===== src/rtl/pipelined_addsub.sv =====
// Carry-chained add/subtract and compare pipeline: STAGES register stages, each summing one CHUNK.
// Optional result clamping on overflow is compiled in with the ADDSUB_SATURATE_EN macro.
module pipelined_addsub #(
  parameter int WIDTH  = 32,
  parameter int STAGES = 4,
  parameter int TAG_W  = 5
) (
  input  logic             clock,
  input  logic             reset,
  input  logic             in_valid,
  output logic             in_ready,
  input  logic [WIDTH-1:0] in_a,
  input  logic [WIDTH-1:0] in_b,
  input  logic             in_op,
  input  logic             in_unsigned,
  input  logic             in_sat,
  input  logic [TAG_W-1:0] in_tag,
  output logic             out_valid,
  input  logic             out_ready,
  output logic [WIDTH-1:0] out_result,
  output logic             out_ne,
  output logic             out_lt,
  output logic             out_ovf,
  output logic             out_cout,
  output logic [TAG_W-1:0] out_tag
);

  localparam int CHUNK = WIDTH / STAGES;

  // Handshake: a beat moves on an edge where valid && ready. The whole pipe
  // advances together; it stalls only when the output holds an unconsumed beat.
  logic advance;
  assign advance  = !out_valid || out_ready;
  assign in_ready = advance;

`ifndef ADDSUB_SATURATE_EN
  logic unused_sat;
  assign unused_sat = in_sat;
`endif

  for (genvar k = 0; k < STAGES; k++) begin : stg
    // Operand bits not yet summed when entering this stage
    localparam int REM = WIDTH - k * CHUNK;

    logic                   src_v;
    logic [REM-1:0]         src_a;
    logic [REM-1:0]         src_b;
    logic                   src_c;
    logic                   src_nz;
    logic                   src_op;
    logic                   src_uns;
    logic [TAG_W-1:0]       src_tag;
`ifdef ADDSUB_SATURATE_EN
    logic                   src_sat;
`endif
    logic [CHUNK:0]         sum;
    logic [(k+1)*CHUNK-1:0] r_d;
    logic                   nz_d;
    logic                   v_q;

    assign sum  = {1'b0, src_a[CHUNK-1:0]} + {1'b0, src_b[CHUNK-1:0]}
                + {{CHUNK{1'b0}}, src_c};
    assign nz_d = src_nz | (|sum[CHUNK-1:0]);

    if (k == 0) begin : g_src
      // Subtraction is A + ~B + 1: the +1 rides in as the stage-0 carry.
      assign src_v   = in_valid;
      assign src_a   = in_a;
      assign src_b   = in_op ? ~in_b : in_b;
      assign src_c   = in_op;
      assign src_nz  = 1'b0;
      assign src_op  = in_op;
      assign src_uns = in_unsigned;
      assign src_tag = in_tag;
`ifdef ADDSUB_SATURATE_EN
      assign src_sat = in_sat;
`endif
      assign r_d     = sum[CHUNK-1:0];
    end else begin : g_src
      assign src_v   = stg[k-1].v_q;
      assign src_a   = stg[k-1].g_reg.a_q;
      assign src_b   = stg[k-1].g_reg.b_q;
      assign src_c   = stg[k-1].g_reg.c_q;
      assign src_nz  = stg[k-1].g_reg.nz_q;
      assign src_op  = stg[k-1].g_reg.op_q;
      assign src_uns = stg[k-1].g_reg.uns_q;
      assign src_tag = stg[k-1].g_reg.tag_q;
`ifdef ADDSUB_SATURATE_EN
      assign src_sat = stg[k-1].g_reg.sat_q;
`endif
      assign r_d     = {sum[CHUNK-1:0], stg[k-1].g_reg.r_q};
    end

    // Valid bits shift with the pipe so bubbles hold in place during a stall.
    always_ff @(posedge clock or posedge reset) begin
      if (reset) begin
        v_q <= 1'b0;
      end else if (advance) begin
        v_q <= src_v;
      end
    end

    if (k < STAGES - 1) begin : g_reg
      logic [REM-CHUNK-1:0]   a_q;
      logic [REM-CHUNK-1:0]   b_q;
      logic [(k+1)*CHUNK-1:0] r_q;
      logic                   c_q;
      logic                   nz_q;
      logic                   op_q;
      logic                   uns_q;
      logic [TAG_W-1:0]       tag_q;
`ifdef ADDSUB_SATURATE_EN
      logic                   sat_q;
`endif

      always_ff @(posedge clock or posedge reset) begin
        if (reset) begin
          a_q   <= '0;
          b_q   <= '0;
          r_q   <= '0;
          c_q   <= 1'b0;
          nz_q  <= 1'b0;
          op_q  <= 1'b0;
          uns_q <= 1'b0;
          tag_q <= '0;
`ifdef ADDSUB_SATURATE_EN
          sat_q <= 1'b0;
`endif
        end else if (advance && src_v) begin
          a_q   <= src_a[REM-1:CHUNK];
          b_q   <= src_b[REM-1:CHUNK];
          r_q   <= r_d;
          c_q   <= sum[CHUNK];
          nz_q  <= nz_d;
          op_q  <= src_op;
          uns_q <= src_uns;
          tag_q <= src_tag;
`ifdef ADDSUB_SATURATE_EN
          sat_q <= src_sat;
`endif
        end
      end
    end else begin : g_last
      logic [WIDTH-1:0] res_q;
      logic [WIDTH-1:0] res_d;
      logic             ne_q;
      logic             lt_q;
      logic             ovf_q;
      logic             cout_q;
      logic [TAG_W-1:0] tag_q;
      logic             a_msb;
      logic             b_msb;
      logic             r_msb;
      logic             ovf_s;
      logic             ovf_d;
      logic             lt_d;

      // The top chunk holds the operand sign bits, so flags resolve here.
      always_comb begin
        a_msb = src_a[CHUNK-1];
        b_msb = src_b[CHUNK-1];
        r_msb = r_d[WIDTH-1];
        ovf_s = (a_msb == b_msb) && (r_msb != a_msb);
        ovf_d = ovf_s;
        lt_d  = 1'b0;
        res_d = r_d;
        if (src_uns) begin
          ovf_d = src_op ? !sum[CHUNK] : sum[CHUNK];
          lt_d  = src_op && !sum[CHUNK];
        end else begin
          lt_d  = src_op && (r_msb ^ ovf_s);
        end
`ifdef ADDSUB_SATURATE_EN
        if (src_sat && ovf_d) begin
          if (src_uns) begin
            res_d = src_op ? '0 : '1;
          end else begin
            res_d = a_msb ? {1'b1, {(WIDTH-1){1'b0}}} : {1'b0, {(WIDTH-1){1'b1}}};
          end
        end
`endif
      end

      always_ff @(posedge clock or posedge reset) begin
        if (reset) begin
          res_q  <= '0;
          ne_q   <= 1'b0;
          lt_q   <= 1'b0;
          ovf_q  <= 1'b0;
          cout_q <= 1'b0;
          tag_q  <= '0;
        end else if (advance && src_v) begin
          res_q  <= res_d;
          ne_q   <= nz_d;
          lt_q   <= lt_d;
          ovf_q  <= ovf_d;
          cout_q <= sum[CHUNK];
          tag_q  <= src_tag;
        end
      end
    end
  end

  assign out_valid  = stg[STAGES-1].v_q;
  assign out_result = stg[STAGES-1].g_last.res_q;
  assign out_ne     = stg[STAGES-1].g_last.ne_q;
  assign out_lt     = stg[STAGES-1].g_last.lt_q;
  assign out_ovf    = stg[STAGES-1].g_last.ovf_q;
  assign out_cout   = stg[STAGES-1].g_last.cout_q;
  assign out_tag    = stg[STAGES-1].g_last.tag_q;

endmodule


===== config.mk =====
export PLATFORM = sky130hd
export DESIGN_NAME = pipelined_addsub
export DESIGN_NICKNAME = d
export VERILOG_FILES = /design/src/rtl/pipelined_addsub.sv
export SDC_FILE = /design/constraint.sdc
export NUM_CORES = 1
export LEC_CHECK = 0
export ABC_AREA = 1
export CORE_UTILIZATION = 50
export DETAILED_ROUTE_END_ITERATION = 6
export GPL_TIMING_DRIVEN = 0
export PLACE_DENSITY = 0.73
export SLEW_MARGIN = 10
export SYNTH_ARGS = -nofsm -noshare
export SYNTH_HDL_FRONTEND = slang
export SYNTH_SLANG_ARGS = --single-unit

===== constraint.sdc =====
create_clock -name clock -period 20.5 [get_ports clock]
set_clock_uncertainty 0.05 [all_clocks]
set_input_delay 4.1 -clock clock [delete_from_list [all_inputs] [get_ports clock]]
set_output_delay 4.1 -clock clock [all_outputs]
set_load 0.05 [all_outputs]

==> results.sh, run 1 <==
export IMPL_power_density_nw_per_um2=153
export IMPL_hold_violations=0
export IMPL_hpwl_um=15500
export IMPL_slowest_delay_ns=0.82
export IMPL_totalWireLength_um=21100
export IMPL_die_w_um=143
export IMPL_r2r_start="stg[2].g_reg.b_q[2]"
export IMPL_drtIter0Drc=439
export IMPL_grt_antenna_before_repair=0
export IMPL_setup_ws_ns=10.63
export IMPL_ctsResizeCount=0
export IMPL_min_path_type="reg -> reg"
export IMPL_clkTransAtPathRegs_ns=0.06
export IMPL_htree_levels=1
export IMPL_total_power_w=0.00187
export IMPL_tightest_slew_ns=0.512
export IMPL_viasPerCell=4.86
export IMPL_ctsHoldBuffers=0
export IMPL_die_area_um2=20400
export IMPL_cts_tree="built"
export IMPL_critical_path_class="in -> out"
export IMPL_grt_max_degree=82
export IMPL_io_buffers=116
export IMPL_rows=51
export IMPL_clock_sinks=216
export IMPL_drive_gt1_share_pct=6.96
export IMPL_required_ns=16.35
export IMPL_numCtsBuffers=22
export IMPL_grt_pass1_wl_um=35800
export IMPL_startpoint_type="primary input"
export IMPL_status="finished, final reports clean"
export IMPL_ff2ff_setup_slack_ns=17.63
export IMPL_cp_arrival_ns=5.72
export IMPL_p_leak_nw=6.21
export IMPL_ant_nets=0
export IMPL_yosysSeqAreaShare_pct=54.6
export IMPL_cpMostUsedCell="clkdlybuf4s50_1"
export IMPL_yosysWarnings=0
export IMPL_ir_drop_mv=0.0626
export IMPL_yosys_area_top_type="dfrtp_1"
export IMPL_setup_violations_final=0
export IMPL_post_route_cell_area_um2=12200
export IMPL_hold_depth=2
export IMPL_synth_fp_nets=1264
export IMPL_crit_path_end_kind="output pin"
export IMPL_rr_endpoint="out_ne"
export IMPL_hold_start="stg[1].g_reg.a_q[8]"
export IMPL_m1WireLength_um=10500
export IMPL_fin_nets=1406
export IMPL_synthCells=1152
export IMPL_coreArea_um2=19500
export IMPL_worst_hold_path_endpoint="stg[2].g_reg.a_q[0]"
export IMPL_finalCriticalPeriod_ns=9.87
export IMPL_drv_slew=0
export IMPL_path_cells="clkdlybuf4s50_1 -> nor2_8 -> inv_4 -> clkdlybuf4s50_1"
export IMPL_post_drt_wl_per_cell_um=13.4
export IMPL_gp_congestion=0.809
export IMPL_clock_latency_ns=0.50
export IMPL_dr_wl_met3_um=825
export IMPL_diodes=0
export IMPL_worst_r2r_path_depth=15
export IMPL_routed_top_layer="met4"
export IMPL_cts_root_buffer="clkbuf_16"
export IMPL_synth_area_leaders="dfrtp_1 55%, nand2_1 19%, ha_1 3.5%"
export IMPL_grt_overflow_total=0
export IMPL_avgSynthCellArea_um2=8.59
export IMPL_fin_setup_tns_ns=0
export IMPL_clk_path_buf_depth=3
export IMPL_synth_seq_cells=216
export IMPL_drt_pass1_iterations=5
export IMPL_postPlaceCellArea_um2=11500
export IMPL_die_h_um=143
export IMPL_post_place_ws_ns=10.65
export IMPL_fmax_mhz=101
export IMPL_cp_slowest_cell="clkdlybuf4s50_1"
export IMPL_mostFrequentLayoutCells="511 x nand2_1, 216 x dfrtp_1, 116 x clkdlybuf4s50_1"
export IMPL_cp_max_fo=6
export IMPL_yosys_area_top_type_share_pct=54.6
export IMPL_grt_pass1_vias=7294
export IMPL_area_delta_synth_final_pct=23.4
export IMPL_syn_cell_area_um2=9900
export IMPL_relSlewSlack_pct=65.8
export IMPL_cts_setup_buffers=0
export IMPL_vias=7641
export IMPL_drc=0
export IMPL_initial_core_util_pct=50.8
export IMPL_boundaryPins=119
export IMPL_timing_max_cap_violations=0
export IMPL_track_usage_pct=22.0
export IMPL_yosysUniqueCellTypes=28
export IMPL_fin_crit_sh_pct=48.1
export IMPL_layout_commonest_cell="nand2_1"
export IMPL_wl_met2_um=9510
export IMPL_rsz0062_at_grt="no"
-- worst max-delay path, delay by kind of cell --
family / cells / cell delay [ns]
buffers and inverters: 3 / 1.51
and+or+nand+nor: 1 / 0.10
-- through the flow --
stage               instances  hold WS [ns]  util (%)
finish                   1573         0.417      62.7
global route             1573         0.439      62.7
CTS                      1573         0.423      62.7
detailed placement       1535         0.409      58.8
global placement         1533         0.405      58.5
floorplan                1152         0.392         -
-- cell families after synthesis --
family	synth area share, %
DFF	54.6
and+or+nand+nor	24.2
xor gates and xnor gates	3.45
AOI/OAI and AO/OA	6.94
buffers and inverters	5.60
adders and majority gates	5.16
-- synthesized netlist by cell type --
cell / number
buf_2: 39
inv_4: 1
ha_1: 28
o211ai_1: 1
fa_1: 8
clkbuf_1: 2
nand2_1: 511
inv_1: 78
nor2_1: 35
inv_2: 5
a21oi_1: 23
buf_6: 1
nand3b_1: 6
nor2_4: 2
dfrtp_1: 216
or2_1: 1
a31oi_1: 5
o21a_1: 6
xnor2_1: 26
buf_4: 3
o21bai_1: 1
o21ai_0: 63
nand4_1: 10
nor2_8: 2
nand3_1: 32
o21ai_1: 33
nand2_4: 1
xor2_1: 13
-- power by group --
part / leakage (nW) / switching [W] / total (W) / internal [W]
registers: 2.69 / 0.0000969 / 0.000692 / 0.000595
logic: 3.15 / 0.000493 / 0.000759 / 0.000267
clock network: 0.376 / 0.000161 / 0.000418 / 0.000257
-- cell type report --
class	instances	area [µm²]
inverter	84	325
multi-input combinational	807	3940
timing repair buffer	118	1220
buffer	45	236
clock inverter	7	114
fill	1681	7250
tap	265	332
sequential	216	5410
clock buffer	31	646
-- per-layer routing --
layer	GRT usage (%)	vias to the layer above
li1	-	3898
met1	32.3	3558
met2	35.1	162
met3	2.48	23
met4	4.92	0
met5	0	-
-- sequential cells by signal (all words and copies together) (netlist names), 3 cells and up --
register         cells
stg.v_q              3
stg.g_reg.r_q       48
stg.g_reg.op_q       3
stg.g_reg.uns_q      3
stg.g_reg.b_q       48
stg.g_reg.a_q       48
stg.g_reg.nz_q       3
out_tag              5
stg.g_reg.tag_q     15
stg.g_reg.c_q        3
out_result          32
-- worst max path at each step --
| stage | start | depth (start not counted) | slack, ns | to |
|---|---|---|---|---|
| after floorplan | reset | 1 | 10.44 | out_cout |
| after detailed placement | out_ready | 4 | 10.65 | in_ready |
| after CTS | out_ready | 4 | 10.64 | in_ready |
| after global routing | out_ready | 4 | 10.61 | in_ready |
| final | out_ready | 4 | 10.63 | in_ready |
| after global placement | reset | 2 | 7.95 | stg[0].g_reg.b_q[20] |
Power figures use the tool's default switching activity.
==> run 2: changes to the inputs <==
- PLACE_DENSITY: 0.73 -> 0.76
- clock period: 20.5 -> 8 ns (I/O delays scaled with it)
==> results.sh, run 2 (same netlist as run 1, synthesis figures left out) <==
export IMPL_status="finished, final reports clean"
export IMPL_clock_latency_ns=0.50
export IMPL_gp_congestion=0.819
export IMPL_grt_pass1_vias=7518
export IMPL_initial_core_util_pct=50.8
export IMPL_drc=0
export IMPL_p_leak_nw=6.17
export IMPL_grt_pass1_wl_um=36100
export IMPL_cts_root_buffer="clkbuf_16"
export IMPL_drv_slew=0
export IMPL_cp_max_fo=6
export IMPL_die_h_um=143
export IMPL_final_util_pct=62.3
export IMPL_fin_nets=1405
export IMPL_ir_drop_mv=0.189
export IMPL_io_buffers=116
export IMPL_fin_setup_tns_ns=0
export IMPL_grt_antenna_before_repair=0
export IMPL_clkTransAtPathRegs_ns=0.06
export IMPL_min_path_type="reg -> reg"
export IMPL_cp_arrival_ns=3.21
export IMPL_required_ns=6.35
export IMPL_diodes=0
export IMPL_layout_commonest_cell="nand2_1"
export IMPL_post_drt_wl_per_cell_um=13.4
export IMPL_clk_path_buf_depth=3
export IMPL_coreArea_um2=19500
export IMPL_crit_path_end_kind="output pin"
export IMPL_drt_pass1_iterations=5
export IMPL_area_delta_synth_final_pct=22.5
export IMPL_timing_max_cap_violations=0
export IMPL_drive_gt1_share_pct=6.73
export IMPL_htree_levels=1
export IMPL_hold_violations=0
export IMPL_ctsHoldBuffers=0
export IMPL_cts_setup_buffers=0
export IMPL_die_w_um=143
export IMPL_vias=7662
export IMPL_finalCriticalPeriod_ns=4.86
export IMPL_cts_tree="built"
export IMPL_reg_top3="stg.g_reg.a_q x48, stg.g_reg.b_q x48, stg.g_reg.r_q x48"
export IMPL_fin_crit_sh_pct=60.8
export IMPL_power_density_nw_per_um2=389
export IMPL_relSlewSlack_pct=48.4
export IMPL_drtIter0Drc=372
export IMPL_setup_violations_final=0
export IMPL_fmax_mhz=206
export IMPL_clock_sinks=216
export IMPL_viasPerCell=4.87
export IMPL_rows=51
export IMPL_track_usage_pct=22.1
export IMPL_whs_ns=0.418
export IMPL_total_power_w=0.00471
export IMPL_totalWireLength_um=21100
export IMPL_grt_overflow_total=0
export IMPL_die_area_um2=20400
export IMPL_critical_path_class="in -> out"
export IMPL_numCtsBuffers=22
export IMPL_boundaryPins=119
export IMPL_mostFrequentLayoutCells="511 x nand2_1, 216 x dfrtp_1, 116 x clkdlybuf4s50_1"
export IMPL_hpwl_um=15600
export IMPL_startpoint_type="primary input"
export IMPL_grt_max_degree=119
export IMPL_ant_nets=0
export IMPL_rsz0062_at_grt="no"
export IMPL_ctsResizeCount=0
export IMPL_tightest_slew_ns=0.773
export IMPL_fillerInstances=1688
run 2: final timing paths:
check | depth (start not counted) | to | from | slack (ns)
min reg2reg | 2 | stg[1].g_reg.a_q[13] | stg[1].g_reg.a_q[13] | 0.42
min in group asynchronous | 2 | stg[2].g_reg.r_q[5] | reset | 1.62
max | 4 | in_ready | out_ready | 3.14
min | 2 | stg[1].g_reg.a_q[13] | stg[1].g_reg.a_q[13] | 0.42
max reg2reg | 15 | out_ne | stg[2].g_reg.a_q[2] | 5.10
max in group asynchronous | 3 | stg[2].g_reg.a_q[2] | reset | 5.32
run 2: routing by layer:
metal	part of all wire, %	GRT usage (%)
met3	4.4	2.65
met4	1.7	5.55
met5	0	0
met1	47	31.2
met2	47	36.5
run 2: worst max-delay path: stages:
cell and delay, ns:
clkdlybuf4s50_1 0.57, nor2_8 0.10, inv_4 0.12, clkdlybuf4s50_1 0.81
run 2: per-stage QoR:
stage	worst slack (ns)	std cells	cell area (µm²)
2_1_floorplan	0.442	1152	9900
3_5_place_dp	3.16	1534	11400
6_report	3.14	1572	12100
4_1_cts	3.14	1572	12100
3_3_place_gp	-1.97	1533	11400
5_1_grt	3.12	1572	12100
run 2: final cells by class:
class / count / area [µm²] / share of cell area (%)
flip-flops and latches: 216 / 5410 / 44.6
multi-input cells: 807 / 3940 / 32.5
repair buffers: 117 / 1190 / 9.81
clock buffers: 32 / 639 / 5.28
well taps: 265 / 332 / 2.74
inverters: 84 / 325 / 2.68
plain buffers: 45 / 236 / 1.95
clock inverters: 6 / 55.1 / 0.454
run 2: power breakdown:
group | total, W | internal (W) | switching (W)
Combinational | 0.00194 | 0.000682 | 0.00126
Sequential | 0.00178 | 0.00152 | 0.000254
Clock | 0.000989 | 0.000584 | 0.000404
